**config.mk**
```make
export PLATFORM = sky130hd
export DESIGN_NAME = credit_sender
export DESIGN_NICKNAME = d
export VERILOG_FILES = /design/src/rtl/credit_pkg.sv /design/src/rtl/credit_counter.sv /design/src/rtl/credit_sender.sv
export SDC_FILE = /design/constraint.sdc
export NUM_CORES = 1
export LEC_CHECK = 0
export CAP_MARGIN = 20
export CORE_ASPECT_RATIO = 1.25
export CORE_UTILIZATION = 38
export DETAILED_ROUTE_END_ITERATION = 8
export HOLD_SLACK_MARGIN = 0.02
export PLACE_DENSITY = 0.71
export SLEW_MARGIN = 25
export SYNTH_ARGS = -nofsm -noshare
export SYNTH_HDL_FRONTEND = slang
export SYNTH_HIERARCHICAL = 1
export SYNTH_SLANG_ARGS = --single-unit
```
**constraint.sdc**
```tcl
create_clock -name clk -period 2.8 [get_ports clk]
set_clock_uncertainty 0.2 [all_clocks]
set_input_delay 0.56 -clock clk [delete_from_list [all_inputs] [get_ports clk]]
set_output_delay 0.56 -clock clk [all_outputs]
set_load 0.02 [all_outputs]
```
**src/rtl/credit_pkg.sv**
```systemverilog
// Shared types and default sizing for the credit-based link sender.
package credit_pkg;

  typedef enum logic [1:0] {
    SND_RESET = 2'd0,
    WAIT_RX   = 2'd1,
    ACTIVE    = 2'd2
  } snd_state_e;

  localparam int DEF_WIDTH       = 8;
  localparam int DEF_MAX_CREDITS = 4;

endpackage

```
**src/rtl/credit_counter.sv**
```systemverilog
// Credit bookkeeping: inc/dec with saturation, clear, and a sticky overflow flag.
module credit_counter #(
  parameter int MAX_CREDITS = 4,
  parameter int CW          = $clog2(MAX_CREDITS + 1)
) (
  input  logic          clk,
  input  logic          rst_n,
  input  logic          inc,
  input  logic          dec,
  input  logic          clear,
  output logic [CW-1:0] count,
  output logic          overflow
);

  localparam logic [CW-1:0] MAXC = CW'(MAX_CREDITS);

  always_ff @(posedge clk or negedge rst_n) begin
    if (!rst_n) begin
      count    <= '0;
      overflow <= 1'b0;
    end else if (clear) begin
      count <= '0;
    end else if (inc && !dec) begin
      if (count == MAXC) overflow <= 1'b1;
      else               count    <= count + 1'b1;
    end else if (dec && !inc) begin
      // dec is only ever asserted with a nonzero count; guard anyway
      if (count != '0) count <= count - 1'b1;
    end
  end

endmodule

```
**src/rtl/credit_sender.sv**
```systemverilog
// Credit-based link sender: handshake with receiver reset, spend one credit per beat.
module credit_sender
  import credit_pkg::*;
#(
  parameter int WIDTH       = DEF_WIDTH,
  parameter int MAX_CREDITS = DEF_MAX_CREDITS
) (
  input  logic                             clk,
  input  logic                             rst_n,
  input  logic                             in_valid,
  output logic                             in_ready,
  input  logic [WIDTH-1:0]                 in_data,
  output logic                             push_valid,
  output logic [WIDTH-1:0]                 push_data,
  input  logic                             push_credit,
  output logic                             push_credit_stall,
  input  logic                             credit_stall,
  output logic                             push_sender_in_reset,
  input  logic                             push_receiver_in_reset,
  output logic [$clog2(MAX_CREDITS+1)-1:0] credit_count,
  output logic                             credit_available,
  output logic                             credit_overflow
);

  snd_state_e state, state_nxt;
  logic       fire, credit_inc, link_drop;

  always_ff @(posedge clk or negedge rst_n) begin
    if (!rst_n) state <= SND_RESET;
    else        state <= state_nxt;
  end

  always_comb begin
    state_nxt = state;
    case (state)
      SND_RESET: state_nxt = WAIT_RX;
      WAIT_RX:   if (!push_receiver_in_reset) state_nxt = ACTIVE;
      ACTIVE:    if (push_receiver_in_reset)  state_nxt = WAIT_RX;
      default:   state_nxt = SND_RESET;
    endcase
  end

  assign credit_available     = (state == ACTIVE) && (credit_count != '0);
  assign in_ready             = credit_available;
  assign fire                 = in_valid & in_ready;
  assign push_sender_in_reset = (state == SND_RESET);
  assign push_credit_stall    = credit_stall;

  // Receiver dropping into reset while ACTIVE flushes credits and the beat on that edge.
  assign link_drop  = (state == ACTIVE) & push_receiver_in_reset;
  assign credit_inc = push_credit & (state != SND_RESET) & ~push_receiver_in_reset;

  credit_counter #(
    .MAX_CREDITS (MAX_CREDITS)
  ) u_cnt (
    .clk      (clk),
    .rst_n    (rst_n),
    .inc      (credit_inc),
    .dec      (fire),
    .clear    (link_drop),
    .count    (credit_count),
    .overflow (credit_overflow)
  );

  always_ff @(posedge clk or negedge rst_n) begin
    if (!rst_n) begin
      push_valid <= 1'b0;
      push_data  <= '0;
    end else begin
      push_valid <= fire & ~link_drop;
      if (fire & ~link_drop) push_data <= in_data;
    end
  end

endmodule

```
== Word level (Yosys, flattened, before mapping) ==
Index checks and enable logic that the tools add are counted.

* Add/subtract/negate cells: 2
* Equality and inequality tests: 6
* Mux-type cells: 8
* Bitwise gates (word level): 7
* Reduce and logical (&&, ||, !) cells: 13

{| class="wikitable"
|+ Operator list
! operator !! number
|-
| two-way mux 3 bit || 5
|-
| nonzero test 3 bit || 3
|-
| one-hot mux 2 bit (3 select lines) || 1
|-
| AND reduction 3 bit || 2
|-
| AND 1 bit || 5
|-
| two-way mux 2 bit || 2
|-
| inequality test 2 bit, second input constant || 2
|-
| adder 3 x 1 -> 3 bit, second input constant || 1
|-
| equality test 3 bit, second input constant || 1
|-
| logical AND 1 bit || 3
|-
| inequality test 3 bit, second input constant || 1
|-
| subtractor 3 x 1 -> 3 bit, second input constant || 1
|-
| equality test 2 x 1 -> 1 bit, second input constant || 1
|-
| equality test 2 bit, second input constant || 1
|-
| zero test 1 bit || 2
|-
| zero test 2 bit || 1
|-
| NOT 1 bit || 2
|-
| AND reduction 2 bit || 1
|-
| nonzero test 2 bit || 1
|}

* Bits in registers: 15
* Bits of input ports: 14
* Output and inout bits: 17
* Logic and storage cells: 41

== Depth between registers and ports, before layout ==
* Depth after elaboration: 8
* Mapped depth: 9

== Cells and area by module ==
The synthesis kept the hierarchy.

{| class="wikitable"
|+ Modules (own cells, without submodules)
! module !! instances !! cells an instance !! area each (sq um) !! sequential area each (sq um)
|-
| credit_sender || 1 || 35 || 489.2 || 275.3
|-
| credit_counter || 1 || 32 || 307.8 || 100.1
|}

== Worst setup path before layout ==
OpenSTA, ideal clock, no wires.

* Path kind: register -> register
* Start point: register u_cnt.count[1]
* End point: register u_cnt.count[2]
* Arrival: 2.170 ns
* Required time: 2.467 ns
* Slack: 0.297 ns
* Cell stages (with the launch flop): 9
* Buffers on the path: 0
* Period minus slack after synthesis: 2.503 ns
* Cells stage by stage: dfrtp_1 or3_4 and3_2 and2b_4 xnor2_1 ha_1 and3b_1 o31ai_1 o22ai_1

* Longest elaborated chain between the ends: 7
* Elaborated cells on any way between the ends: 18
* Classes of those cells: add/sub (2); eq/ne (2); mux (5); bitwise (1); reduce/logical (8)

{| class="wikitable"
|+ Ends and longest elaborated chain
! what !! line !! source
|-
| from (decl) || credit_counter.sv:11 || <nowiki>output logic [CW-1:0] count,</nowiki>
|-
| from (signal assigned) || credit_counter.sv:25 || <nowiki>else count <= count + 1'b1;</nowiki>
|-
| from (signal assigned) || credit_counter.sv:28 || <nowiki>if (count != '0) count <= count - 1'b1;</nowiki>
|-
| nonzero test 3 bit (*) || credit_sender.sv:43 || <nowiki>assign credit_available = (state == ACTIVE) && (credit_count != '0);</nowiki>
|-
| logical AND 1 bit (*) || credit_sender.sv:43 ||
|-
| AND 1 bit (*) || credit_sender.sv:45 || <nowiki>assign fire = in_valid & in_ready;</nowiki>
|-
| named net fire || credit_sender.sv:26 || <nowiki>logic fire, credit_inc, link_drop;</nowiki>
|-
| zero test 1 bit || credit_counter.sv:23 || <nowiki>end else if (inc && !dec) begin</nowiki>
|-
| logical AND 1 bit || credit_counter.sv:23 ||
|-
| inequality test 3 bit (no line), or another cell as far along || n/a ||
|-
| AND reduction 3 bit (no line) or two-way mux 3 bit (tied branches) || n/a ||
|}

The timed path passes the listed nets; every way through them passes the cells marked *. The select of a mux whose other input is x is not followed.
A chain may end at the register's enable or synchronous reset.

== Worst setup path in the final report ==
* Start point: register u_cnt.count[1]
* End point: output in_ready

* Longest elaborated chain between the ends: 2

{| class="wikitable"
|+ Ends and longest elaborated chain
! what !! line !! source
|-
| nonzero test 3 bit || credit_sender.sv:43 ||
|-
| logical AND 1 bit || credit_sender.sv:43 ||
|-
| to (decl) || credit_sender.sv:11 || <nowiki>output logic in_ready,</nowiki>
|}

No other way between the ends.

==> results_dict.tcl <==
set metrics [dict create \
    worst_skew_pair_latency_ns 0.28 \
    outcome "completed" \
    hold_class "flop to flop" \
    initial_core_util 0.4021 \
    cts_hold_repair.buffers 0 \
    synthesis.area_um2 797.0 \
    postCtsSetupBuffers 0 \
    grt-ovfl-total 0 \
    numPortBuffers 28 \
    power_switching_share 0.3894 \
    worst_hold_path.num_cells 1 \
    post_synthesis_xor_xnor_area_fraction 0.05338 \
    layout.area.seq_um2 375.4 \
    ff2ff_path_depth 8 \
    worst_setup_path_start_kind "flop" \
    post_route_drc 0 \
    switching_power_mw 0.4609 \
    number_of_iterations_in_the_first_detailed_routing_pass 4 \
    rsz0062_at_grt "false" \
    final_hold_viol_count 0 \
    fp-row-count 18 \
    nets 115 \
    layout.filler_cells 171 \
    cts_max_level 1 \
    dp_hpwl_um 1203 \
    first_global_vias 632 \
    fmax_mhz 384.0 \
    placedInstanceArea_um2 1099 \
    synth_area_per_inst_um2 11.90 \
    slew_headroom 0.5228 \
    dr_total_vias 624 \
    comb_power_share 0.580 \
    antenna_cells 0 \
    critical_path_peak_fanout 3 \
    antenna_left 0 \
    path_class "flop to primary output" \
    io_pins 31 \
    synth_compound_area_frac 0.1240 \
    routed_wirelength_um 1549 \
    cts.sinks 15 \
    postSynthRegisterBits 15 \
    die_width_um 42.96 \
    share_seq_of_total_power 0.314 \
    finalWeightedCongestion 0.7917 \
    coreArea_um2 1982 \
    post_cts.resized_instances 0 \
    grt_max_degree 16 \
    design.die.area_um2 2286 \
    routed_via_density 5.244 \
    clock_path_buffers 2 \
    worstPathRequired_ns 2.04 \
    flow.area_growth_from_synthesis_pct 41.29 \
    timing.critical_path.arrival_ns 1.84 \
    worstMarginPinSlew_ns 0.7136 \
    shortest_clock_period_the_worst_path_allows_after_layout_ns 2.604 \
    share_clk_of_total_power 0.107 \
    multiplexer_area_fraction_after_synthesis 0.1130 \
    internal_dissipation_mw 0.7228 \
    worst_setup_hold_path_clk_slew_ns 0.09 \
    floorplan.die.height_um 53.21 \
    max_cap_violations 0 \
    synth_simple_gate_area_share 0.1523 \
    tritoncts "done" \
    netlist-cell-type-count 33 \
    timing.final.setup_violations 0 \
    syn_inst 67 \
    yosysSeqAreaShare 0.4710 \
    cts.root.buffer_cell "clkbuf_4" \
    count_of_yosys_warnings_during_synthesis 6 \
    synth.net_count 82 \
    cts_buffers 3 \
    synthesized_area_fraction_occupied_by_adder_cells 0.01570 \
    min_period_over_period 0.9300 \
    grt_pass1_wl_um 2725 \
    total_routing_usage_gr 0.1595 \
    setup.worst_path.end_class "primary output" \
    multi_input_logic_area_um2 365.4 \
    setup-tns-final_ns 0 \
    vdd_ir_drop_max_uv 523.6 \
    detail_route.iter0.violations 21 \
    maxSlewViolCount 0 \
    finish.instance_area_um2 1126 \
    antenna_found_initial 0 \
    static-leakage-power_nw 0.4898 \
    power.density_cell_area_nw_per_um2 1051 \
    drive_gt1_frac 0.2525 \
    avgRoutedWirePerCell_um 13.02 \
    dominant_combinational_cell_family_by_area_after_synthesis "simple AND/OR/NAND/NOR gates" \
]
==> routing by layer <==
metal,vias up,share of wire,GRT usage
met5,-,0,0
met4,0,0,0.04545
met3,0,0.057,0.04778
met2,21,0.51,0.2626
met1,302,0.44,0.2026
li1,301,-,-
==> state kept, by name (all words and copies together) (netlist names) <==
| name | cells |
|---|---|
| u_cnt/count | 3 |
| push_data | 8 |
| u_cnt/overflow | 1 |
| state | 2 |
| push_valid | 1 |
==> power by group through the flow <==
stage | sequential [mW] | combinational [mW] | clock (mW)
after global placement | 0.374 | 0.681 | 0
after CTS | 0.374 | 0.691 | 0.132
after floorplan | 0.493 | 0.289 | 0
final | 0.371 | 0.686 | 0.126
after detailed placement | 0.376 | 0.688 | 0
after global routing | 0.387 | 0.740 | 0.142
==> worst max-delay path, cell delays in order, from the launching register on <==
cell and delay (ns):
dfrtp_1 0.40, or3_4 0.42, and2_2 0.21, clkdlybuf4s50_1 0.53
==> layout make-up <==
class,count,area share
Tap cell,20,0.02222
Timing Repair Buffer,32,0.2756
Inverter,6,0.02000
Clock buffer,3,0.02000
Sequential cell,15,0.3333
Clock inverter,1,0.004444
Multi-Input combinational cell,42,0.3244
==> path summary, 6_finish.rpt <==
kind | from | end | slack (ns)
min in group asynchronous | rst_n | push_data[7] | 0.50
max in group asynchronous | rst_n | push_data[3] | 1.46
worst min-delay path | u_cnt/overflow | u_cnt/overflow | 0.29
worst max register to register | u_cnt/count[1] | u_cnt/count[2] | 0.38
worst min register to register | u_cnt/overflow | u_cnt/overflow | 0.29
worst max-delay path | u_cnt/count[1] | in_ready | 0.20
==> cell usage after synthesis <==
cell type / number / share of area
nor2_1: 4 / 0.019
nor2b_1: 1 / 0.0079
and2b_4: 1 / 0.013
o21ai_0: 2 / 0.013
buf_6: 1 / 0.014
xnor2_1: 2 / 0.022
or3_4: 1 / 0.014
xor2_2: 1 / 0.020
nor4_1: 1 / 0.0079
mux2_2: 8 / 0.11
ha_1: 1 / 0.016
a221oi_1: 2 / 0.022
nor3b_1: 1 / 0.0094
o311ai_0: 1 / 0.011
and3b_1: 1 / 0.011
o21ai_1: 1 / 0.0063
and3_2: 1 / 0.0094
clkinv_1: 1 / 0.0047
a21boi_1: 1 / 0.0094
dfrtp_1: 15 / 0.47
nand4_4: 1 / 0.027
xor2_1: 1 / 0.011
o31ai_1: 1 / 0.0094
o22ai_1: 1 / 0.0079
and2b_2: 1 / 0.011
and2_2: 2 / 0.019
a41o_1: 1 / 0.013
buf_4: 3 / 0.028
inv_1: 5 / 0.024
nand2_1: 1 / 0.0047
o311a_1: 1 / 0.013
o211ai_1: 1 / 0.0094
a21o_2: 1 / 0.011
==> cells by family after synthesis <==
group                      after synthesis
AOI/OAI and AO/OA                       13
xor gates and xnor gates                 4
adders and majority gates                1
buffers and inverters                   10
DFF                                     15
muxes                                    8
and+or+nand+nor                         16
==> cell usage in the layout (no fill, tap or decap), types with 2 or more instances in the layout <==
cell and instances:
mux2_2 8, buf_4 4, dfrtp_1 15, xnor2_1 2
a221oi_1 2, inv_1 5, o21ai_0 2, clkdlybuf4s50_1 28
and2_2 2, nor2_1 4, clkbuf_4 3
==> metrics by stage <==
step | setup WS, ns | instances | hold slack, ns | utilization | total power [mW]
finish | 0.1959 | 119 | 0.2861 | 0.5682 | 1.184
global route | 0.1311 | 119 | 0.3151 | 0.5682 | 1.269
CTS | 0.1696 | 119 | 0.2943 | 0.5682 | 1.197
detailed placement | 0.1239 | 115 | 0.2714 | 0.5543 | 1.064
global placement | 0.1479 | 115 | 0.2809 | 0.5543 | 1.054
floorplan | 0.2970 | 67 | 0.06441 | - | 0.7814
No activity file was read; power rests on OpenSTA's default activity.
